## src/rtl/grupaa_pkg.sv

```systemverilog
// Shared widths, FSM state encoding and burst descriptor for the grupaa scheduler.
package grupaa_pkg;

    localparam int unsigned DEC_W = 3;
    localparam int unsigned LEN_W = 4;

    typedef enum logic [1:0] {
        IDLE = 2'd0,
        RUN  = 2'd1,
        GAP  = 2'd2
    } state_e;

    // owner: 0 = requester A, 1 = requester B
    typedef struct packed {
        logic [DEC_W-1:0] dec;
        logic [LEN_W-1:0] len;
        logic             owner;
    } burst_t;

endpackage

```

## src/rtl/grupaa_sched_if.sv

```systemverilog
// Requester/datapath-facing signal bundle of the grupaa burst scheduler.
interface grupaa_sched_if;
    import grupaa_pkg::*;

    logic             iREQ_A;
    logic             iREQ_B;
    logic [DEC_W-1:0] iDEC_A;
    logic [DEC_W-1:0] iDEC_B;
    logic [LEN_W-1:0] iLEN_A;
    logic [LEN_W-1:0] iLEN_B;
    logic             iABORT;
    logic             oGNT_A;
    logic             oGNT_B;
    logic             oDONE_A;
    logic             oDONE_B;
    logic             oEN;
    logic [DEC_W-1:0] oDEC;
    logic             oBUSY;

    modport master (
        output iREQ_A, iREQ_B, iDEC_A, iDEC_B, iLEN_A, iLEN_B, iABORT,
        input  oGNT_A, oGNT_B, oDONE_A, oDONE_B, oEN, oDEC, oBUSY
    );

    modport slave (
        input  iREQ_A, iREQ_B, iDEC_A, iDEC_B, iLEN_A, iLEN_B, iABORT,
        output oGNT_A, oGNT_B, oDONE_A, oDONE_B, oEN, oDEC, oBUSY
    );

endinterface

```

## src/rtl/rr_arb2.sv

```systemverilog
// Two-input round-robin arbiter; ptr_i=0 favours req_i[0], ptr_i=1 favours req_i[1].
module rr_arb2 (
    input  logic [1:0] req_i,
    input  logic       ptr_i,
    output logic [1:0] gnt_o
);

    always_comb begin
        gnt_o = 2'b00;
        if (req_i == 2'b11) begin
            gnt_o = ptr_i ? 2'b10 : 2'b01;
        end else begin
            gnt_o = req_i;
        end
    end

endmodule

```

## src/rtl/grupaa_sched.sv

```systemverilog
// Round-robin burst scheduler driving grupaa iEN/iDEC for LEN cycles per granted request.
module grupaa_sched
    import grupaa_pkg::*;
(
    input  logic           iCLK,
    input  logic           iRST_N,
    grupaa_sched_if.slave  bus
);

    state_e           state_q;
    logic             ptr_q;
    burst_t           burst_q;
    logic             gnt_a_q;
    logic             gnt_b_q;
    logic             done_a_q;
    logic             done_b_q;
    logic             en_q;
    logic [DEC_W-1:0] dec_q;
    logic             busy_q;

    logic [1:0]       req_c;
    logic [1:0]       win_c;
    burst_t           win_burst_c;

    assign req_c = {bus.iREQ_B, bus.iREQ_A};

    rr_arb2 u_arb (
        .req_i (req_c),
        .ptr_i (ptr_q),
        .gnt_o (win_c)
    );

    // Winner descriptor; len holds the remaining count (LEN-1), so LEN=0 wraps to the full 2**LEN_W.
    always_comb begin
        win_burst_c = '0;
        if (win_c[1]) begin
            win_burst_c.dec   = bus.iDEC_B;
            win_burst_c.len   = bus.iLEN_B - LEN_W'(1);
            win_burst_c.owner = 1'b1;
        end else begin
            win_burst_c.dec   = bus.iDEC_A;
            win_burst_c.len   = bus.iLEN_A - LEN_W'(1);
            win_burst_c.owner = 1'b0;
        end
    end

    always_ff @(posedge iCLK) begin
        if (!iRST_N) begin
            state_q  <= IDLE;
            ptr_q    <= 1'b0;
            burst_q  <= '0;
            gnt_a_q  <= 1'b0;
            gnt_b_q  <= 1'b0;
            done_a_q <= 1'b0;
            done_b_q <= 1'b0;
            en_q     <= 1'b0;
            dec_q    <= '0;
            busy_q   <= 1'b0;
        end else begin
            gnt_a_q  <= 1'b0;
            gnt_b_q  <= 1'b0;
            done_a_q <= 1'b0;
            done_b_q <= 1'b0;
            case (state_q)
                IDLE: begin
                    en_q  <= 1'b0;
                    dec_q <= '0;
                    if (|win_c) begin
                        state_q <= RUN;
                        burst_q <= win_burst_c;
                        gnt_a_q <= win_c[0];
                        gnt_b_q <= win_c[1];
                        en_q    <= 1'b1;
                        dec_q   <= win_burst_c.dec;
                        busy_q  <= 1'b1;
                        // Next contention favours whoever did not just win.
                        ptr_q   <= win_c[0];
                    end
                end
                RUN: begin
                    if ((burst_q.len == '0) || bus.iABORT) begin
                        state_q  <= GAP;
                        en_q     <= 1'b0;
                        dec_q    <= '0;
                        done_a_q <= ~burst_q.owner;
                        done_b_q <= burst_q.owner;
                    end else begin
                        burst_q.len <= burst_q.len - LEN_W'(1);
                        en_q        <= 1'b1;
                        dec_q       <= burst_q.dec;
                    end
                end
                GAP: begin
                    state_q <= IDLE;
                    en_q    <= 1'b0;
                    dec_q   <= '0;
                    busy_q  <= 1'b0;
                end
                default: begin
                    state_q <= IDLE;
                    en_q    <= 1'b0;
                    dec_q   <= '0;
                    busy_q  <= 1'b0;
                end
            endcase
        end
    end

    assign bus.oGNT_A  = gnt_a_q;
    assign bus.oGNT_B  = gnt_b_q;
    assign bus.oDONE_A = done_a_q;
    assign bus.oDONE_B = done_b_q;
    assign bus.oEN     = en_q;
    assign bus.oDEC    = dec_q;
    assign bus.oBUSY   = busy_q;

endmodule

```

## src/flat_wrapper.sv

```systemverilog
// flat-port wrapper written by rule: the top's interface ports become plain ports
module grupaa_sched_flat import grupaa_pkg::*;
  (iCLK, iRST_N, bus_iREQ_A, bus_iREQ_B, bus_iDEC_A, bus_iDEC_B, bus_iLEN_A, bus_iLEN_B, bus_iABORT, bus_oGNT_A, bus_oGNT_B, bus_oDONE_A, bus_oDONE_B, bus_oEN, bus_oDEC, bus_oBUSY);
  grupaa_sched_if bus_i ();
  input  logic iCLK;
  input  logic iRST_N;
  input wire logic [$bits(bus_i.iREQ_A)-1:0] bus_iREQ_A;
  input wire logic [$bits(bus_i.iREQ_B)-1:0] bus_iREQ_B;
  input wire logic [$bits(bus_i.iDEC_A)-1:0] bus_iDEC_A;
  input wire logic [$bits(bus_i.iDEC_B)-1:0] bus_iDEC_B;
  input wire logic [$bits(bus_i.iLEN_A)-1:0] bus_iLEN_A;
  input wire logic [$bits(bus_i.iLEN_B)-1:0] bus_iLEN_B;
  input wire logic [$bits(bus_i.iABORT)-1:0] bus_iABORT;
  output wire logic [$bits(bus_i.oGNT_A)-1:0] bus_oGNT_A;
  output wire logic [$bits(bus_i.oGNT_B)-1:0] bus_oGNT_B;
  output wire logic [$bits(bus_i.oDONE_A)-1:0] bus_oDONE_A;
  output wire logic [$bits(bus_i.oDONE_B)-1:0] bus_oDONE_B;
  output wire logic [$bits(bus_i.oEN)-1:0] bus_oEN;
  output wire logic [$bits(bus_i.oDEC)-1:0] bus_oDEC;
  output wire logic [$bits(bus_i.oBUSY)-1:0] bus_oBUSY;
  assign bus_i.iREQ_A = bus_iREQ_A;
  assign bus_i.iREQ_B = bus_iREQ_B;
  assign bus_i.iDEC_A = bus_iDEC_A;
  assign bus_i.iDEC_B = bus_iDEC_B;
  assign bus_i.iLEN_A = bus_iLEN_A;
  assign bus_i.iLEN_B = bus_iLEN_B;
  assign bus_i.iABORT = bus_iABORT;
  assign bus_oGNT_A = bus_i.oGNT_A;
  assign bus_oGNT_B = bus_i.oGNT_B;
  assign bus_oDONE_A = bus_i.oDONE_A;
  assign bus_oDONE_B = bus_i.oDONE_B;
  assign bus_oEN = bus_i.oEN;
  assign bus_oDEC = bus_i.oDEC;
  assign bus_oBUSY = bus_i.oBUSY;
  grupaa_sched u_core (.iCLK(iCLK), .iRST_N(iRST_N), .bus(bus_i));
endmodule
```

## config.mk

```make
export PLATFORM = sky130hd
export DESIGN_NAME = grupaa_sched_flat
export DESIGN_NICKNAME = d
export VERILOG_FILES = /design/src/rtl/grupaa_pkg.sv /design/src/rtl/grupaa_sched_if.sv /design/src/rtl/rr_arb2.sv /design/src/rtl/grupaa_sched.sv /design/src/flat_wrapper.sv
export SDC_FILE = /design/constraint.sdc
export NUM_CORES = 1
export LEC_CHECK = 0
export BUFFER_PORTS_ARGS = -buffer_cell sky130_fd_sc_hd__buf_2
export CAP_MARGIN = 20
export CORE_AREA = 5 5 73 58
export DETAILED_ROUTE_END_ITERATION = 12
export DIE_AREA = 0 0 78 63
export PLACE_DENSITY_LB_ADDON = 0.3
export SKIP_LAST_GASP = 1
export SYNTH_ARGS = -nofsm -noshare
export SYNTH_HDL_FRONTEND = slang
export SYNTH_SLANG_ARGS = --single-unit
```

## constraint.sdc

```tcl
create_clock -name iCLK -period 2.2 [get_ports iCLK]
set_input_delay 0.33 -clock iCLK [delete_from_list [all_inputs] [get_ports iCLK]]
set_output_delay 0.33 -clock iCLK [all_outputs]
set_load 0.01 [all_outputs]
```

==> summary.md <==
| Metric | Value |
|---|---|
| Vias | `906` |
| Pre-Repair DR Iteration Count | `4` |
| Crit path required time | `2.37 ns` |
| CTS buffer count | `3` |
| Setup Buffers After CTS | `0` |
| Layout cell share with drive strength beyond 1 | `28.3%` |
| Synthesized instance count | `111` |
| GR Overflow Total | `0` |
| Sequential-to-total area share from yosys stat | `40.5%` |
| Synthesis-to-finish area growth | `22.2%` |
| Vias in the first global route | `897` |
| Initial antenna violation count | `0` |
| Most frequent cell after synthesis | `dfxtp_1` |
| Worst Slack Setup Final | `0.416 ns` |
| Pre-CTS WS | `0.440 ns` |
| Routability congestion estimate | `0.746` |
| Root buffer cell | `clkbuf_8` |
| Final setup fails | `0` |
| HP Start | `iRST_N` |
| Crit path capture type | `flip-flop` |
| #FFs+latches synth | `20` |
| Fin. Hold Viols | `0` |
| Hold Path Class | `in -> reg` |
| Maximum VDD drop | `0.328 mV` |
| Hold-fix buffers, CTS | `0` |
| Die Ht | `63 um` |
| First-pass GRT wire length | `4110 um` |
| Post-synth top area share | `40.5%` |
| Placed inst area | `1140 sq um` |
| Tot GR Track Use | `10.4%` |
| Clk sink count | `20` |
| Die area | `4910 sq um` |
| Final non-filler cell total | `180` |
| Ports | `28` |
| Core Rows | `19` |
| Setup crit start kind | `flip-flop` |
| Actual slew at the worst max-slew pin | `0.431 ns` |
| Core area | `3490 sq um` |
| F_max | `561 MHz` |
| Initial detailed-routing violation count | `42` |
| Reg2Reg Capture Point | `u_core.burst_q[3]` |
| Clock skew | `0.0148 ns` |
| Simple-gate share of the synthesized area | `22.7%` |
| Status | `finished clean` |
| Antenna-violating nets left | `0` |
| P_leak | `0.520 nW` |
| I/O Buffers | `27` |
| HPWL Detailed | `1880 um` |
| FFs w/ async S/R, synth | `0%` |
| Post-synthesis instance area | `988 sq um` |
| Ranking of synthesized cells by area | `dfxtp_1 (41%), a21oi_1 (6.1%), nand2_1 (3.8%)` |
| Largest family of logic cells by synthesized area | `compound AO/OA/AOI/OAI gates` |
| Dominant cell type by area after synthesis | `dfxtp_1` |
| Number of enable flip-flop cells after synthesis | `0` |
| Fin crit period | `1.78 ns` |
| Synth Area in Compound Gates | `26.1%` |
| Most used DFF post-synth | `dfxtp_1` |
| Max-capacitance violation count | `0` |
| Synth Area in XOR/XNOR | `3.54%` |
| Slew Limit Headroom | `71.1%` |
| Worst R2R Path Depth | `6` |
| Fillers | `380` |
| RSZ-0062 raised after global routing | `false` |
| # DRC | `0` |
| Drt total wl | `2390 um` |
| Yosys cell types | `39` |
| Multiplexer share of the synthesized area | `0%` |
| Yosys warns | `0` |
| Die Span X | `78 um` |
| Clock-pin transition on the worst setup and hold timing paths | `0.08 ns` |
| Largest net degree at the start of global routing | `17` |
| R2r setup slk | `0.42 ns` |
| Nets | `159` |
| Final period util | `81.1%` |
| Drt wl/cell | `13.3 um` |
| Initial core utilization | `28.3%` |
| H-tree Lvls | `1` |
| Hold EP | `u_core.burst_q[2]` |
| Ant. Diodes | `0` |
| CP Max Fanout | `6` |
| Commonest cells in the netlist | `dfxtp_1 (20), a21oi_1 (12), nand2_1 (10)` |
| Pwr per Cell Area | `867 nW/um^2` |
| Syn Area/Cell | `8.90 sq um` |
| Post-CTS Resized | `0` |
| Final Util | `34.6%` |
| Worst hold path depth | `3` |
| Syn_nets | `131` |
| Kind of critical path | `reg -> reg` |
| Max-slew violations | `0` |
| Dpl cells | `176` |
| Final Cell Area | `1210 sq um` |
| Clock Tree Buf Depth | `2` |
| Worst r2r src | `u_core.burst_q[1]` |
| Post-synthesis adder-cell area fraction | `1.27%` |
| Clock latency on the worst-skew pair | `0.27 ns` |
| CTS tree | `built` |
| Setup TNS | `0 ns` |
| Ratio of routed vias to standard cells | `5.03` |
| CP Data Arrival Time | `1.95 ns` |
-- final cells by class --
type,instances,area (sq um),area share [%]
clock buffers,3,41.3,3.42
well taps,42,52.6,4.35
inverters,3,11.3,0.933
clock inverters,1,30.0,2.49
repair buffers,28,143,11.8
multi-input cells,83,529,43.8
flip-flops and latches,20,400,33.2
-- layout by cell type, fill, tap and decap left out, types with 2 or more instances in the layout --
master	synthesis	routed
nand2b_1	4	4
nand2_1	10	10
and3_1	4	4
inv_1	3	3
a21o_1	2	2
a21oi_1	12	12
xor2_1	3	3
or3_1	2	2
clkbuf_8	2	3
nor3_1	2	2
o22ai_1	2	2
dfxtp_1	20	20
o21a_1	3	3
o31ai_1	2	2
a31oi_1	2	2
buf_2	1	27
a211oi_1	2	2
a21boi_0	3	3
o21ai_0	6	6
nand3_1	3	3
nor2_1	5	5
-- flip-flops by register name, summed over array words and instances, names as in the netlist --
name                flops
u_core.burst_q          8
u_core.bus.oBUSY        1
u_core.bus.oDEC         3
u_core.bus.oDONE_A      1
u_core.bus.oDONE_B      1
u_core.bus.oEN          1
u_core.bus.oGNT_A       1
u_core.bus.oGNT_B       1
u_core.ptr_q            1
u_core.state_q          2
-- worst max-delay path, cell delays in order, from the launching register on --
cell and delay, ns:
dfxtp_1 0.37, inv_1 0.07, ha_1 0.22, nor3b_2 0.20
nor3_2 0.39, o22ai_1 0.16, a32o_1 0.27
-- power breakdown --
group | internal [mW] | switching [mW]
Combinational | 0.105 | 0.142
Clock | 0.243 | 0.127
Sequential | 0.403 | 0.0268
-- per-stage QoR --
| stage | hold slack (ns) | total power [mW] |
|---|---|---|
| floorplan | 0.413 | 0.615 |
| global placement | 0.436 | 0.678 |
| detailed placement | 0.447 | 0.685 |
| CTS | 0.336 | 1.05 |
| global route | 0.349 | 1.10 |
| finish | 0.336 | 1.05 |
-- cells by family (layout without fill, tap and decap cells) --
logic type / after synthesis / after routing
buffers and inverters: 8 / 35
AOI/OAI and AO/OA: 39 / 39
and+or+nand+nor: 39 / 39
DFF: 20 / 20
xor gates and xnor gates: 4 / 4
adders and majority gates: 1 / 1
-- routing by layer --
metal  share of wire [%]  up-vias  global-route usage [%]
met5                   0        -                       0
met4                 1.7        0                    4.01
met3                  10        5                    4.03
met2                  36       40                    14.3
met1                  52      403                    14.5
li1                    -      458                       -
-- worst max-delay path by stage --
| stage | from | to | slack, ns |
|---|---|---|---|
| 3_5_place_dp | u_core.burst_q[1] | u_core.burst_q[3] | 0.44 |
| 2_1_floorplan | u_core.burst_q[1] | u_core.burst_q[4] | 0.60 |
| 6_report | u_core.burst_q[1] | u_core.burst_q[3] | 0.42 |
| 4_1_cts | u_core.burst_q[1] | u_core.burst_q[3] | 0.42 |
| 5_1_grt | u_core.burst_q[1] | u_core.burst_q[3] | 0.33 |
| 3_3_place_gp | u_core.burst_q[1] | u_core.burst_q[4] | 0.52 |
No activity file was read; power rests on OpenSTA's default activity.
